--- config.mk ---
export PLATFORM = sky130hd
export DESIGN_NAME = mjpg_ereq_scheduler
export DESIGN_NICKNAME = d
export VERILOG_FILES = /design/src/rtl/mjpg_pkg.sv /design/src/rtl/mjpg_slot_timer.sv /design/src/rtl/mjpg_ereq_scheduler.sv
export SDC_FILE = /design/constraint.sdc
export NUM_CORES = 1
export LEC_CHECK = 0
export ABC_AREA = 1
export CAP_MARGIN = 10
export CELL_PAD_IN_SITES_DETAIL_PLACEMENT = 0
export CELL_PAD_IN_SITES_GLOBAL_PLACEMENT = 2
export CORE_MARGIN = 2
export CORE_UTILIZATION = 31
export DETAILED_ROUTE_END_ITERATION = 10
export PLACE_DENSITY_LB_ADDON = 0.08
export SLEW_MARGIN = 40
export SYNTH_ARGS = -nofsm -noshare
export SYNTH_HDL_FRONTEND = slang
export SYNTH_SLANG_ARGS = --single-unit
--- constraint.sdc ---
create_clock -name i_clk -period 1.9 [get_ports i_clk]
set_clock_uncertainty 0.05 [all_clocks]
set_input_delay 0.57 -clock i_clk [delete_from_list [all_inputs] [get_ports i_clk]]
set_output_delay 0.57 -clock i_clk [all_outputs]
set_load 0.01 [all_outputs]
--- src/rtl/mjpg_pkg.sv ---
// Shared types and constants for the MJPG entropy request scheduler and encoder top.
package mjpg_pkg;

  typedef enum logic [2:0] {
    ST_IDLE   = 3'd0,
    ST_RUN_Y  = 3'd1,
    ST_RUN_CB = 3'd2,
    ST_RUN_CR = 3'd3,
    ST_GUARD  = 3'd4
  } sched_state_e;

  localparam int WIN_Y_DEF  = 29;
  localparam int WIN_C_DEF  = 7;
  localparam int GUARD_DEF  = 8;
  localparam int MCU_PERIOD = WIN_Y_DEF + 2 * WIN_C_DEF + GUARD_DEF;

  // ereq bit positions, also used by the encoder top
  localparam int EREQ_Y  = 0;
  localparam int EREQ_CB = 1;
  localparam int EREQ_CR = 2;

  function automatic logic [2:0] ereq_onehot(input int pos);
    return 3'b001 << pos;
  endfunction

  function automatic int max3(input int a, input int b, input int c);
    int m;
    m = (a > b) ? a : b;
    return (m > c) ? m : c;
  endfunction

  function automatic logic [2:0] popcount4(input logic [3:0] v);
    return {2'b00, v[0]} + {2'b00, v[1]} + {2'b00, v[2]} + {2'b00, v[3]};
  endfunction

endpackage

--- src/rtl/mjpg_slot_timer.sv ---
// Window counter: counts cycles within a slot and strobes on the slot's last cycle.
module mjpg_slot_timer
  import mjpg_pkg::*;
#(
  parameter int TW = 5
) (
  input  logic          i_clk,
  input  logic          i_rst,
  input  logic          i_clr,
  input  logic [TW-1:0] i_len,
  output logic          o_last
);

  localparam logic [TW-1:0] W_ONE  = {{(TW-1){1'b0}}, 1'b1};
  localparam logic [TW-1:0] W_ZERO = {TW{1'b0}};

  logic [TW-1:0] r_wcnt;

  // Restart on every slot entry, otherwise count up.
  always_ff @(posedge i_clk or posedge i_rst) begin
    if (i_rst) begin
      r_wcnt <= W_ZERO;
    end else if (i_clr) begin
      r_wcnt <= W_ZERO;
    end else begin
      r_wcnt <= r_wcnt + W_ONE;
    end
  end

  assign o_last = (r_wcnt == (i_len - W_ONE));

endmodule

--- src/rtl/mjpg_ereq_scheduler.sv ---
// Time-sliced Y/Cb/Cr entropy request scheduler for one MCU row with abort/overrun handling.
// Optional evalid collision checker enabled by defining MJPG_SCHED_COLLISION_CHECK_EN.
module mjpg_ereq_scheduler
  import mjpg_pkg::*;
#(
  parameter int MCU_W = 8,
  parameter int WIN_Y = WIN_Y_DEF,
  parameter int WIN_C = WIN_C_DEF,
  parameter int GUARD = GUARD_DEF
) (
  input  logic             i_clk,
  input  logic             i_rst,
  input  logic             i_start,
  input  logic             i_abort,
  input  logic [MCU_W-1:0] i_h_mcu,
  input  logic [3:0]       i_evalid,
  output logic [2:0]       o_ereq,
  output logic [MCU_W-1:0] o_x_mcu_y,
  output logic [MCU_W-1:0] o_x_mcu_cb,
  output logic [MCU_W-1:0] o_x_mcu_cr,
  output logic             o_busy,
  output logic             o_row_done,
  output logic             o_err_overrun,
  output logic             o_err_collision
);

  localparam int TW = $clog2(max3(WIN_Y, WIN_C, GUARD) + 1);
  localparam logic [MCU_W-1:0] X_ZERO = {MCU_W{1'b0}};
  localparam logic [MCU_W-1:0] X_ONE  = {{(MCU_W-1){1'b0}}, 1'b1};

  sched_state_e     r_state;
  logic [MCU_W-1:0] r_h_mcu;
  logic [MCU_W-1:0] r_x_y, r_x_cb, r_x_cr;
  logic [2:0]       r_ereq;
  logic             r_busy, r_row_done, r_err_overrun;
  logic [TW-1:0]    w_len;
  logic             w_last, w_clr;

  // Slot length for the current state.
  always_comb begin
    w_len = TW'(1);
    case (r_state)
      ST_RUN_Y:  w_len = TW'(WIN_Y);
      ST_RUN_CB: w_len = TW'(WIN_C);
      ST_RUN_CR: w_len = TW'(WIN_C);
      ST_GUARD:  w_len = TW'(GUARD);
      default:   w_len = TW'(1);
    endcase
  end

  assign w_clr = w_last | i_abort | (r_state == ST_IDLE);

  mjpg_slot_timer #(.TW(TW)) u_slot_timer (
    .i_clk  (i_clk),
    .i_rst  (i_rst),
    .i_clr  (w_clr),
    .i_len  (w_len),
    .o_last (w_last)
  );

  // Row FSM with registered request, index and status outputs.
  always_ff @(posedge i_clk or posedge i_rst) begin
    if (i_rst) begin
      r_state       <= ST_IDLE;
      r_h_mcu       <= X_ZERO;
      r_x_y         <= X_ZERO;
      r_x_cb        <= X_ZERO;
      r_x_cr        <= X_ZERO;
      r_ereq        <= 3'b000;
      r_busy        <= 1'b0;
      r_row_done    <= 1'b0;
      r_err_overrun <= 1'b0;
    end else if (i_abort) begin
      r_state    <= ST_IDLE;
      r_x_y      <= X_ZERO;
      r_x_cb     <= X_ZERO;
      r_x_cr     <= X_ZERO;
      r_ereq     <= 3'b000;
      r_busy     <= 1'b0;
      r_row_done <= 1'b0;
    end else begin
      r_row_done <= 1'b0;
      if (i_start && r_busy) begin
        r_err_overrun <= 1'b1;
      end
      case (r_state)
        ST_IDLE: begin
          if (i_start) begin
            if (i_h_mcu != X_ZERO) begin
              r_state <= ST_RUN_Y;
              r_h_mcu <= i_h_mcu;
              r_busy  <= 1'b1;
              r_ereq  <= ereq_onehot(EREQ_Y);
            end else begin
              r_row_done <= 1'b1;
            end
          end
        end
        ST_RUN_Y: begin
          if (w_last) begin
            r_state <= ST_RUN_CB;
            r_ereq  <= ereq_onehot(EREQ_CB);
            r_x_y   <= r_x_y + X_ONE;
          end
        end
        ST_RUN_CB: begin
          if (w_last) begin
            r_state <= ST_RUN_CR;
            r_ereq  <= ereq_onehot(EREQ_CR);
            r_x_cb  <= r_x_cb + X_ONE;
          end
        end
        ST_RUN_CR: begin
          if (w_last) begin
            r_state <= ST_GUARD;
            r_ereq  <= 3'b000;
            r_x_cr  <= r_x_cr + X_ONE;
          end
        end
        ST_GUARD: begin
          if (w_last) begin
            if (r_x_cr == r_h_mcu) begin
              r_state    <= ST_IDLE;
              r_busy     <= 1'b0;
              r_row_done <= 1'b1;
              r_x_y      <= X_ZERO;
              r_x_cb     <= X_ZERO;
              r_x_cr     <= X_ZERO;
            end else begin
              r_state <= ST_RUN_Y;
              r_ereq  <= ereq_onehot(EREQ_Y);
            end
          end
        end
        default: begin
          r_state <= ST_IDLE;
          r_ereq  <= 3'b000;
          r_busy  <= 1'b0;
        end
      endcase
    end
  end

  assign o_ereq        = r_ereq;
  assign o_x_mcu_y     = r_x_y;
  assign o_x_mcu_cb    = r_x_cb;
  assign o_x_mcu_cr    = r_x_cr;
  assign o_busy        = r_busy;
  assign o_row_done    = r_row_done;
  assign o_err_overrun = r_err_overrun;

`ifdef MJPG_SCHED_COLLISION_CHECK_EN
  logic [3:0] r_evalid;
  logic       r_err_collision;

  // Register evalid once, then flag any cycle where several sources drove the bitstream.
  always_ff @(posedge i_clk or posedge i_rst) begin
    if (i_rst) begin
      r_evalid        <= 4'b0000;
      r_err_collision <= 1'b0;
    end else begin
      r_evalid <= i_evalid;
      if (popcount4(r_evalid) > 3'd1) begin
        r_err_collision <= 1'b1;
      end
    end
  end

`ifndef SYNTHESIS
  // Report the offending evalid value in simulation.
  always_ff @(posedge i_clk) begin
    if (!i_rst && (popcount4(r_evalid) > 3'd1)) begin
      $display("mjpg_ereq_scheduler: evalid collision 0x%0h", r_evalid);
    end
  end
`endif

  assign o_err_collision = r_err_collision;
`else
  logic w_unused_evalid;
  assign w_unused_evalid = ^i_evalid;
  assign o_err_collision = 1'b0;
`endif

endmodule

# == Yosys cells after proc, flatten, opt, wreduce, memory -nomap -nowiden ==
# Index checks and enable logic that the tools add are counted.
# totals
reg_bits,46
inputBits,16
out_inout_bits,31
word_cells,88
# classes
eq_ne,15
n_addsub,5
reduce_logical,16
n_mux,39
bitwise_logic,3
# ops
cell,count
$mux 8,8
$pmux 8 s2,3
$mux 3,11
$pmux 3 s5,2
$add 8x1->8 const B,3
$ne 3x3->1 const B,7
$reduce_and 4->1,4
$pmux 5 s3,1
$mux 1,11
$reduce_bool 3->1,3
$eq 8x8->1,1
$reduce_bool 8->1,1
$reduce_and 7->1,1
$eq 3x2->1 const B,2
$reduce_and 6->1,1
$add 5x1->5 const B,1
$eq 5x5->1,1
$mux 5,1
$reduce_and 5->1,1
$sub 5x1->5 const B,1
$eq 3x1->1 const B,1
$eq 3x3->1 const B,1
$logic_not 3->1,1
$ne 3x2->1 const B,1
other kinds (9),10

# == Logic depth before layout (Yosys ltp) ==
# Gate-level depths: netlist (run 1).
# logic_depth
depth_word,8
depth_mapped,13
ltp_nobuf,12

# == By module ==
# From an unflattened synthesis (run 1), not the netlist that was laid out.
# unflattened
cells_unflattened,403
hier_area_um2,2952.8
# by_module_without_submodules
module,instances,cells_each,area_each_um2,seq_area_each_um2
mjpg_ereq_scheduler,1,343,2553.7,1026.0
mjpg_slot_timer,1,60,399.1,125.1

# == Worst setup path before layout (run 1) ==
# Ideal clock, no wire load.
# synth_timing
path_type,input port to flip-flop
from,input port i_abort
to,register r_h_mcu[7]
t_required_ps,1719
setup_ps,131
t_arrival_ps,1516
cell_stages,8
slack_ps,203
path_buffers,2
path_cell_list,inv_2 -> buf_4 -> nand2_1 -> nor2_1 -> nand3b_2 -> clkbuf_1 -> nand2_1 -> o21ai_0
# synth_between
elab_chain_len,2
# synth_rtl
element,line,text
start: declaration,mjpg_ereq_scheduler.sv:14,"input logic i_abort,"
$not 1->1 (no line),--,
$reduce_and 4->1 (no line),--,
end signal: assignment,mjpg_ereq_scheduler.sv:91,r_h_mcu <= i_h_mcu;
end: declaration,mjpg_ereq_scheduler.sv:32,logic [MCU_W-1:0] r_h_mcu;
# Every way passes these cells.
# A chain may end at the register's enable or synchronous reset.

# == Worst setup path after layout (run 1) ==
# layout_timing
from,"register r_x_cr[0], in the netlist o_x_mcu_cr[0]"
to,output port o_x_mcu_cr[0]
# layout_lines
element,line,text
start: declaration,mjpg_ereq_scheduler.sv:33,"logic [MCU_W-1:0] r_x_y, r_x_cb, r_x_cr;"
start signal: assignment,mjpg_ereq_scheduler.sv:117,r_x_cr <= r_x_cr + X_ONE;
end: declaration,mjpg_ereq_scheduler.sv:20,"output logic [MCU_W-1:0] o_x_mcu_cr,"
# No word-level cell between the ends.

==> results of run 1 <==
-- layout by cell type (no fill, tap or decap), drive strengths merged, types with 4 or more instances in the layout --
cell type      instances
a21oi                  5
buf                   55
clkbuf                 6
clkdlybuf4s50         34
dfrtp                 46
dlymetal6s2s           4
ha                     4
inv                   42
nand2                128
nand3                 25
nand4                  5
nor2                  48
nor3                   4
nor3b                  8
o21ai                 36
xnor2                  8
xor2                   6
-- metrics by stage --
stage / util, % / TNS [ns]
after floorplan: - / 0
after global placement: 40.5 / -8.09
after detailed placement: 40.5 / -8.54
after CTS: 43.3 / 0
after global routing: 44.7 / -0.0160
final: 44.7 / 0
-- repair_timing --
action,4_1_cts,5_1_grt
setup endpoints to repair,21,35
pin swaps,0,7
hold endpoints to repair,0,0
hold buffers,0,0
setup buffers,19,2
gates cloned,0,2
gates resized for setup,9,32
-- flip-flops by register name, summed over array words and instances (netlist names) --
register / count
o_ereq: 3
o_err_overrun: 1
r_h_mcu: 8
o_x_mcu_cb: 8
u_slot_timer.r_wcnt: 5
r_state: 3
o_busy: 1
o_row_done: 1
o_x_mcu_y: 8
o_x_mcu_cr: 8
-- cell families after synthesis --
group	count (synthesis)	share of synthesized area [%]
xor+xnor	14	4.16
compound gates	46	12.4
buf+inv	52	8.03
flops	46	39.1
fa+ha+maj	4	1.70
other cells	1	0.127
simple gates	221	34.5
-- per-layer routing --
metal / share of wire (%) / vias up / track usage (%)
li1: - / 1414 / -
met1: 50 / 1237 / 21.7
met2: 45 / 58 / 24.8
met3: 4.0 / 7 / 2.42
met4: 1.3 / 0 / 3.43
met5: 0 / - / 0
-- power groups by stage --
stage	clock (mW)	combinational, mW	sequential [mW]
finish	0.774	2.39	1.43
global route	0.833	2.66	1.47
CTS	0.811	2.21	1.42
detailed placement	0	2.05	1.48
global placement	0	2.02	1.49
floorplan	0	1.29	1.50
-- how the worst min path moves through the flow --
stage	startpoint	to	cells after the start
2_1_floorplan	r_h_mcu[7]$_DFFE_PP0P_	r_h_mcu[7]$_DFFE_PP0P_	2
3_3_place_gp	o_err_overrun$_DFFE_PP0P_	o_err_overrun$_DFFE_PP0P_	1
3_5_place_dp	o_ereq[0]$_DFFE_PP0P_	o_ereq[0]$_DFFE_PP0P_	2
4_1_cts	o_ereq[0]$_DFFE_PP0P_	o_ereq[0]$_DFFE_PP0P_	2
5_1_grt	o_err_overrun$_DFFE_PP0P_	o_err_overrun$_DFFE_PP0P_	1
6_report	o_ereq[1]$_DFFE_PP0P_	o_ereq[1]$_DFFE_PP0P_	2
-- area by class of cell --
class / count / area share (%)
Inverter: 42 / 3.81
Multi-Input combinational cell: 288 / 40.2
Tap cell: 129 / 3.90
Sequential cell: 46 / 28.1
Timing Repair Buffer: 96 / 21.3
Clock inverter: 1 / 0.726
Clock buffer: 6 / 2.00
==> flow_metrics.tcl, run 1 <==
set metrics [dict create \
    design_power_total_mw 4.60 \
    cp_num_cells 1 \
    timing.critical_path.slowest_cell_delay_ns 0.54 \
    start_util_pct 31.9 \
    die_area_um2 10300 \
    cts_max_level 2 \
    synth_flop_cell "dfrtp_1" \
    clk-insertion-delay-late_ns 0.30 \
    dr.first_iter.drc_count 87 \
    coreArea_um2 9240 \
    run_status "finished clean" \
    net-switching-power_mw 1.92 \
    sequential_cell_area_um2 1160 \
    min_path_type "reg -> reg" \
    final-max-slew-violation-count 0 \
    total_leakage_power_nw 2.02 \
    detailedRoute.firstPassIterationCount 4 \
    place.port_buffers 41 \
    worstReg2RegStart "r_state[1]$_DFFE_PP0P_" \
    post-route-period-util_pct 97.7 \
    rr_endpoint "o_ereq[2]$_DFFE_PP0P_" \
    power.share.switching_pct 41.8 \
    post_route_cells_drive_above_1_share_pct 30.1 \
    regToRegSetupSlack_ns 0.08 \
    share_of_the_synthesized_area_in_the_top_cell_type_pct 39.1 \
    synthesis.area_um2 2940 \
    post-route-drc-count 0 \
    layout.filler_cells 959 \
    timing.critical_path.required_ns 1.28 \
    setup.worst_path.start "o_x_mcu_cr[0]$_DFFE_PP0P_" \
    io-pin-count 47 \
    hold_viol 0 \
    syn_nets 404 \
    pwr_density_cell_nw_per_um2 1110 \
    gp_congestion 0.748 \
    flow.area_growth_from_synthesis_pct 40.4 \
    num-nets-final 499 \
    row_count 35 \
    synth.yosys.warnings 0 \
    worstSetupPathType "reg -> out" \
    globalRoute.totalOverflow 0 \
    postSynthAreaPerCell_um2 7.67 \
    final_cells 608 \
    cpLargestDelayFamily "buffers and inverters" \
    timing.max_slew.rel_slack_pct 67.2 \
    max_freq_mhz 539 \
    die_y_extent_um 101 \
    cts.clk_slew.worst_paths_ns 0.09 \
    global_route_wire_length_before_repair_um 12500 \
    dpl.cell_count 578 \
    detailed_place_hpwl_um 5340 \
    post-route-min-period_ns 1.86 \
    routed_wirelength_um 7650 \
    power.sequential.fraction_pct 31.2 \
    cell_types_with_the_highest_counts_after_synthesis "nand2_1, dfrtp_1, nor2_1" \
    number_of_buffers_inserted_during_clock_tree_synthesis 5 \
    worstPathCellList "clkdlybuf4s50_1" \
    clockRootBuffer "clkbuf_8" \
    number_of_flops_mapped_to_enable_cells_by_yosys 0 \
    power.internal_mw 2.68 \
    part_of_the_power_in_the_clock_network_pct 16.8 \
    synth-async-reset-ratio_pct 100 \
    number_of_antenna_cells_inserted 0 \
    grt_resource_usage_total_pct 15.3 \
    power.combinational.fraction_pct 51.9 \
    final_area_um2 4130 \
    synth_seq_area_share_pct 39.1 \
    cp_num_buf_inv 1 \
    worst_pin_slew_ns 0.487 \
    die_width_um 101 \
    timing.critical_path.fanout_max 2 \
    vias 2716 \
    drt-vias-per-instance 4.47 \
    final_antenna_net_count 0 \
    critPathSlowestCell "clkdlybuf4s50_1" \
    fin_worst_hold_slack_ns 0.433 \
    via_count_of_the_first_global_routing_pass 2583 \
    tritoncts_num_sinks 46 \
    antenna_violations_before_repair 0 \
    post_syn_instances 384 \
    synth_unique_cells 37 \
    yosys_register_bits 46 \
    detail_route.wl_per_cell_um 12.6 \
    setup_viol_count_final 0 \
    dpl_worst_slack_ns -0.292 \
    grt_start_max_net_pins 21 \
    critical_path_end "o_x_mcu_cr[0]" \
    clock_tree_from_tritoncts "done" \
    reg2reg_depth 11 \
    crit_arrival_ns 1.24 \
    ir_drop_uv 527 \
    synthDominantAreaCellType "dfrtp_1" \
    max-cap-violations 0 \
    placed_area_um2 3740 \
    multiInputGateArea_um2 1660 \
    setup.worst_path.start_class "register" \
    worst_slack_ns 0.0436 \
    yosysMostFrequentCell "nand2_1" \
    maximum_root_to_sink_buffer_count 2 \
    crit_path_end_kind "primary output" \
    grt_setup_unrepaired "yes" \
    synth.top_cells.by_area "dfrtp_1, nand2_1, o21ai_2" \
]
(Power assumes the default switching activity.)
==> run 2, diff against run 1 <==
SLEW_MARGIN = 20   (was 40)
==> results of run 2 <==
Same layout as run 1: the final DEF is identical, and so are final timing and power.
